File: src/rtl/siso_ctrl_pkg.sv
// Shared types and sizing helpers for the SISO loopback sequencer.
// The state encoding is fixed so traces line up with older tooling.
package siso_ctrl_pkg;

    localparam int DEF_WIDTH = 8;
    localparam int DEF_DEPTH = 4;

    typedef enum logic [1:0] {
        ST_IDLE  = 2'd0,
        ST_CLEAR = 2'd1,
        ST_SHIFT = 2'd2,
        ST_DONE  = 2'd3
    } state_t;

    // Holds 0..WIDTH+DEPTH without wrapping.
    function automatic int cnt_width(input int width, input int depth);
        return $clog2(width + depth + 1);
    endfunction

endpackage

File: src/rtl/siso_bit_cnt.sv
// Loadable up-counter with a terminal-count flag at LIMIT-1.
// Load has priority over enable; tc is decoded from the registered count.
module siso_bit_cnt #(
    parameter int W     = 4,
    parameter int LIMIT = 12
) (
    input  logic         clk,
    input  logic         rst_n,
    input  logic         i_load,
    input  logic         i_en,
    output logic [W-1:0] o_cnt,
    output logic         o_tc
);

    localparam logic [W-1:0] LAST = W'(LIMIT - 1);

    logic [W-1:0] r_cnt;

    always_ff @(posedge clk or negedge rst_n) begin
        if (!rst_n) begin
            r_cnt <= '0;
        end else if (i_load) begin
            r_cnt <= '0;
        end else if (i_en) begin
            r_cnt <= r_cnt + 1'b1;
        end
    end

    assign o_cnt = r_cnt;
    assign o_tc  = (r_cnt == LAST);

endmodule

File: src/rtl/siso_loop_ctrl.sv
// Sequencer that clears an external SISO chain, shifts a word through it LSB-first
// and captures the returning bits; out_valid rises WIDTH+DEPTH+1 edges after accept.
module siso_loop_ctrl
    import siso_ctrl_pkg::*;
#(
    parameter int WIDTH = DEF_WIDTH,
    parameter int DEPTH = DEF_DEPTH
) (
    input  logic             clk,
    input  logic             rst_n,
    input  logic             in_valid,
    input  logic [WIDTH-1:0] in_data,
    output logic             in_ready,
    input  logic             abort,
    output logic             sh_d,
    output logic             sh_clr,
    input  logic             sh_q,
    output logic             out_valid,
    output logic [WIDTH-1:0] out_data,
    input  logic             out_ready,
    output logic             err,
    output logic             busy
);

    localparam int             CW      = cnt_width(WIDTH, DEPTH);
    localparam logic [CW-1:0]  DEPTH_C = CW'(DEPTH);

    state_t           r_state;
    logic [WIDTH-1:0] r_tx;
    logic [WIDTH-1:0] r_rx;
    logic [WIDTH-1:0] r_sent;
    logic             r_err;
    logic             r_abort_q;

    logic [CW-1:0]    w_cnt;
    logic             w_tc;
    logic             w_rx_en;
    logic [WIDTH-1:0] w_rx_nxt;

    siso_bit_cnt #(
        .W     (CW),
        .LIMIT (WIDTH + DEPTH)
    ) u_cnt (
        .clk    (clk),
        .rst_n  (rst_n),
        .i_load (r_state == ST_CLEAR),
        .i_en   (r_state == ST_SHIFT),
        .o_cnt  (w_cnt),
        .o_tc   (w_tc)
    );

    // The chain output only carries real data once DEPTH bits have gone in.
    assign w_rx_en  = (w_cnt >= DEPTH_C);
    assign w_rx_nxt = {sh_q, r_rx[WIDTH-1:1]};

    always_ff @(posedge clk or negedge rst_n) begin
        if (!rst_n) begin
            r_state   <= ST_IDLE;
            r_tx      <= '0;
            r_rx      <= '0;
            r_sent    <= '0;
            r_err     <= 1'b0;
            r_abort_q <= 1'b0;
        end else begin
            r_abort_q <= 1'b0;
            case (r_state)
                ST_IDLE: begin
                    if (in_valid) begin
                        r_tx    <= in_data;
                        r_sent  <= in_data;
                        r_state <= ST_CLEAR;
                    end
                end
                ST_CLEAR: begin
                    if (abort) begin
                        r_abort_q <= 1'b1;
                        r_state   <= ST_IDLE;
                    end else begin
                        r_state <= ST_SHIFT;
                    end
                end
                ST_SHIFT: begin
                    if (abort) begin
                        r_abort_q <= 1'b1;
                        r_state   <= ST_IDLE;
                    end else begin
                        r_tx <= {1'b0, r_tx[WIDTH-1:1]};
                        if (w_rx_en) begin
                            r_rx <= w_rx_nxt;
                        end
                        if (w_tc) begin
                            r_err   <= (w_rx_nxt != r_sent);
                            r_state <= ST_DONE;
                        end
                    end
                end
                ST_DONE: begin
                    if (out_ready) begin
                        r_state <= ST_IDLE;
                    end
                end
                default: r_state <= ST_IDLE;
            endcase
        end
    end

    // in_ready also follows rst_n so it drops the moment reset is asserted.
    assign in_ready  = rst_n & (r_state == ST_IDLE);
    assign sh_d      = (r_state == ST_SHIFT) & r_tx[0];
    assign sh_clr    = (r_state == ST_CLEAR) | r_abort_q;
    assign out_valid = (r_state == ST_DONE);
    assign out_data  = r_rx;
    assign err       = (r_state == ST_DONE) & r_err;
    assign busy      = (r_state != ST_IDLE);

endmodule
File: config.mk
export PLATFORM = sky130hd
export DESIGN_NAME = siso_loop_ctrl
export DESIGN_NICKNAME = d
export VERILOG_FILES = /design/src/rtl/siso_ctrl_pkg.sv /design/src/rtl/siso_bit_cnt.sv /design/src/rtl/siso_loop_ctrl.sv
export SDC_FILE = /design/constraint.sdc
export NUM_CORES = 1
export LEC_CHECK = 0
export CORE_UTILIZATION = 51
export CTS_BUF_LIST = sky130_fd_sc_hd__clkbuf_16
export DETAILED_ROUTE_END_ITERATION = 8
export PLACE_DENSITY = 0.89
export SYNTH_ARGS = -nofsm -noshare
export SYNTH_HDL_FRONTEND = slang
export SYNTH_SLANG_ARGS = --single-unit
File: constraint.sdc
create_clock -name clk -period 2.3 [get_ports clk]
set_input_delay 0.345 -clock clk [delete_from_list [all_inputs] [get_ports clk]]
set_output_delay 0.345 -clock clk [all_outputs]
set_load 0.03 [all_outputs]
**After elaboration in Yosys (flattened, before gate mapping)**

Index checks and enable logic that the tools add are counted.

- $add $sub $neg: 1
- Multiply operators: 0
- Divide/modulo/power cells: 0
- Magnitude comparators: 1
- Eq/ne operators: 9
- Shifts and indexed selects: 0
- Multiplexer cells: 13
- Bitwise logic cells: 5
- Reduce and logical (&&, ||, !) cells: 10

Operators by type and width:

| kind | count |
|---|---|
| $mux 8 | 2 |
| $pmux 8 s2 | 1 |
| $reduce_and 3->1 | 4 |
| $mux 2 | 5 |
| $mux 4 | 2 |
| $ne 8x8->1 | 1 |
| $pmux 2 s4 | 1 |
| $reduce_bool 2->1 | 3 |
| $add 4x1->4 const B | 1 |
| $eq 2x2->1 const B | 2 |
| $eq 4x4->1 const B | 1 |
| $ge 4x3->1 const B | 1 |
| $ne 2x2->1 const B | 2 |
| $and 1x1->1 | 3 |
| $ne 3x3->1 const B | 1 |
| $eq 2x1->1 const B | 1 |
| $logic_not 2->1 | 1 |
| $mux 1 | 2 |
| $ne 2x1->1 const B | 1 |
| $reduce_and 2->1 | 1 |
| $reduce_or 2->1 | 1 |
| $not 1->1 | 1 |
| $or 1x1->1 | 1 |

- Bits in registers: 32
- Bits in latches: 0
- RAM bits: 0
- Memory bits (read-only): 0
- Input bits: 14
- Output and inout port bits: 14
- Word-level logic and storage cells: 46
- Memories kept: 0

**Longest topological paths before layout**

- Word-level depth: 4
- Depth in mapped cells: 6
- Depth with buffers taken out: 5

**By module**

Synthesis repeated with hierarchy kept, for this count alone.

- Cell total of the unflattened synthesis: 121
- Area, all modules: 1592.8 um^2

Modules (own cells, without submodules):

| module | times used | cells an instance | area an instance (um^2) | seq. area each (um^2) |
|---|---|---|---|---|
| siso_loop_ctrl | 1 | 104 | 1391.3 | 700.7 |
| siso_bit_cnt | 1 | 17 | 201.4 | 100.1 |

**Least setup slack after synthesis**

No wires, ideal clock.

- Path type: reg2reg
- Start point: reg r_state[0]
- End point: reg r_tx[0]
- Setup time: 0.125 ns
- Arrival time: 1.597 ns
- Required time: 2.175 ns
- Path slack: 0.578 ns
- Stages on the path, launching flop included: 7
- Path buffers: 1
- Clock period less this slack: 1.722 ns
- Cells stage by stage: dfrtp_1 inv_1 ha_1 buf_2 nor2b_4 a211oi_4 mux2_2

- Word-level cells in the longest chain between the ends: 3
- Elaborated cells between the ends (all ways): 7
- Classes of those cells: eq/ne (3); mux (1); reduce/logical (3)

RTL lines:

| element | RTL line | source |
|---|---|---|
| start: declaration | siso_loop_ctrl.sv:28 | `state_t r_state;` |
| start signal: assignment | siso_loop_ctrl.sv:58 | `r_state <= ST_IDLE;` |
| start signal: assignment | siso_loop_ctrl.sv:71 | `r_state <= ST_CLEAR;` |
| start signal: assignment | siso_loop_ctrl.sv:77 | `r_state <= ST_IDLE;` |
| $eq 2x2->1 or $logic_not 2->1 (tied branches) | siso_loop_ctrl.sv:66 | `case (r_state)` |
| $ne 2x2->1 (no source line) or $reduce_bool 2->1 (tied branches) | -- |  |
| $reduce_and 3->1 (no source line) | -- |  |
| end signal: assignment | siso_loop_ctrl.sv:69 | `r_tx <= in_data;` |
| end signal: assignment | siso_loop_ctrl.sv:87 | `r_tx <= {1'b0, r_tx[WIDTH-1:1]};` |
| end: declaration | siso_loop_ctrl.sv:29 | `logic [WIDTH-1:0] r_tx;` |

Parallel ways exist; a longest one is shown, timed or not.
A chain may end at the register's enable or synchronous reset.

**Worst setup path after layout**

- Start point: reg r_state[0]
- End point: out sh_d

- Word-level cells in the longest chain between the ends: 2

RTL lines:

| element | RTL line | source |
|---|---|---|
| $eq 2x2->1 | siso_loop_ctrl.sv:109 | `assign sh_d = (r_state == ST_SHIFT) & r_tx[0];` |
| $and 1x1->1 | siso_loop_ctrl.sv:109 |  |
| end: declaration | siso_loop_ctrl.sv:15 | `output logic sh_d,` |

Every way passes these cells.

==> impl_metrics.toml <==
[run_status]
status = "finished with violations"
violations = "design-rule violations"

[layout]
multiInputGateArea_um2 = 737
fin_nets = 173
drive_gt1_share_pct = 26.5
area_delta_synth_final_pct = 29.8
num_antenna_cells = 0
final_common_cell = "dfrtp_1"
seq_area_um2 = 801
final_cell_mix = "dfrtp_1, mux2_2, clkdlybuf4s50_1, xor2_1, inv_1"
fill_cells = 211

[worst_setup_path]
worst_setup_path_end_kind = "output port"
r2r_start = "r_state[0]"
ff2ff_path_depth = 6
cp_max_fo = 4
crit_chain = "inv_1 -> ha_1 -> and2_1 -> clkdlybuf4s50_1"
critical_path_class = "flip-flop to output port"
worstSetupStartpoint = "r_state[0]"
cp_slowest_cell = "clkdlybuf4s50_1"
cp_data_required_time_ns = 1.96
startpoint_type = "flip-flop"
critPathArrivalTime_ns = 1.89
cpPeakStageDelay_ns = 0.67

[synth]
ys.flop_type = "dfrtp_1"
syn_area_mm2 = 0.00158
netlist.top_cell.by_area = "dfrtp_1"
syn_inst = 121
async_flop_share_pct = 100
avgSynthCellArea_um2 = 13.0
synth_top_area_share_pct = 50.8
synth.area.top_cells = "dfrtp_1, mux2_2, xor2_1"
synth_enable_flop_cells = 0
synth_warnings = 0
ys_ff_latch = 32
ys_seq_area_share_pct = 50.8
synth.distinct_cells = 30
syn-num-nets = 140

[clocking]
clock_path_buffers = 2
cts_buffers = 5
insertion_delay_ns = 0.28
root_buffer = "clkbuf_16"
clk_pin_slew_worst_paths_ns = 0.05
cts.sinks = 32
h-tree-depth = 2
hold_buffers = 0
cts-resized-gates = 0
post_cts_buffers = 0
cts_tree = "built"

[global_routing]
grt_pass1_wl_um = 4900
grt_usage_pct = 21.2
grt-ovfl-total = 0
antenna_found_initial = 0
first_global_vias = 1051
grt_max_degree = 33

[floorplan]
start_util_pct = 55.7
ios = 28
die_h_um = 57.6
rows = 19
die_width_um = 57.6
die_area_mm2 = 0.00331
core_mm2 = 0.00283

[hold_path]
holdPathStages = 1
hp-start = "r_tx[1]"
hold_class = "flip-flop to flip-flop"

[drt]
vias_per_cell = 5.49
dr.pass1.iters = 6
antenna_left = 0
drc = 2
vias = 1021
wirelength_um = 2980
avgRoutedWirePerCell_um = 16.0
drtIter0Drc = 38

[power]
p_int_mw = 1.77
clkPwrFrac_pct = 28.5
p_sw_uw = 822
switching_share_pct = 31.8
ir_drop_mv = 0.872
power.density_mw_per_mm2 = 1270
power_frac_comb_pct = 35.4
power_mw = 2.59
power.leakage_nw = 0.918
seq_power_share_pct = 36.1

[placement]
gp_congestion = 0.812
hpwl_um = 2180
io_buffers = 27

[timing]
tns_ns = 0
maxSlewViolCount = 0
hold_viol = 0
skew_ns = 0.00527
fin_crit_sh_pct = 97.2
tightest_slew_ns = 0.429
fin_crit_ns = 2.23
rsz0062_at_grt = "false"
max_slew_margin_pct = 71.3
fmax_ghz = 0.447
setup_viol_count_final = 0
hold_ws_ns = 0.482

[run]
drv_cap = 0
-- sequential cells by signal (all words and copies together) (netlist names) --
name,cells
out_data,8
r_sent,8
r_tx,8
u_cnt.o_cnt,4
r_state,2
r_abort_q,1
r_err,1
-- layout make-up --
cell class	count	share of cell area, %
clock buffer	5	6.12
clock inverter	3	1.84
inverter	6	1.10
multi-input combinational	80	36.0
sequential	32	39.2
tap	31	1.90
timing repair buffer	29	13.8
-- cells by family after synthesis --
logic type               count (synthesis)  synth area share [%]
XOR/XNOR                                 8                  4.45
multiplexers                            33                  23.4
flip-flops                              32                  50.8
buffers and inverters                    9                  2.38
adder cells (fa/ha/maj)                  5                  3.97
AND/OR/NAND/NOR                         22                  9.21
AO/OA/AOI/OAI                           12                  5.80
-- worst max-delay path, delay by kind of cell (launching register included) --
family,cells,cell delay (ns)
AND/OR/NAND/NOR,1,0.16
adder cells (fa/ha/maj),1,0.26
buffers and inverters,2,0.77
flip-flops,1,0.42
-- worst paths after layout --
kind,endpoint,slack [ns]
setup / recovery,sh_d,0.07
hold / removal,r_tx[1],0.48
setup reg to reg,r_tx[3],0.31
hold reg to reg,r_tx[1],0.48
max in group asynchronous,r_state[1],1.48
min in group asynchronous,u_cnt.o_cnt[0],0.53
-- synthesized netlist by cell type (2+ instances only) --
| cell | count |
|---|---|
| xor2_1 | 8 |
| o22ai_1 | 2 |
| nand2b_1 | 2 |
| buf_2 | 3 |
| nor2b_1 | 2 |
| and2_1 | 4 |
| inv_1 | 6 |
| dfrtp_1 | 32 |
| mux2i_1 | 3 |
| nand3b_1 | 2 |
| ha_1 | 5 |
| nand2_1 | 2 |
| mux2_2 | 29 |
| nor4_1 | 2 |
| o21ai_0 | 4 |
-- metrics by stage --
| step | cell area [um2] | std cells | util [%] | worst slack (ns) |
|---|---|---|---|---|
| 3_3_place_gp | 1880 | 178 | 66.5 | 0.339 |
| 6_report | 2040 | 186 | 72.3 | 0.0650 |
| 5_1_grt | 2040 | 186 | 72.3 | 0.00326 |
| 3_5_place_dp | 1880 | 178 | 66.5 | 0.286 |
| 2_1_floorplan | 1580 | 121 | - | 0.578 |
| 4_1_cts | 2040 | 186 | 72.3 | 0.0635 |
-- power by group through the flow --
stage               sequential [mW]  combinational (mW)  clock (mW)
floorplan                     0.921               0.670           0
global placement              0.925               0.879           0
detailed placement            0.942               0.925           0
CTS                           0.934               0.928       0.749
global route                  0.956               0.995       0.772
finish                        0.935               0.915       0.736
-- metal layers --
layer	up-vias	wire, um	GRT usage [%]	part of all wire [%]
li1	493	-	-	-
met1	497	1260	24.6	42
met2	24	1470	32.7	49
met3	7	168	8.84	5.6
met4	0	72	12.5	2.4
met5	-	0	0	0
Power figures use the tool's default switching activity.
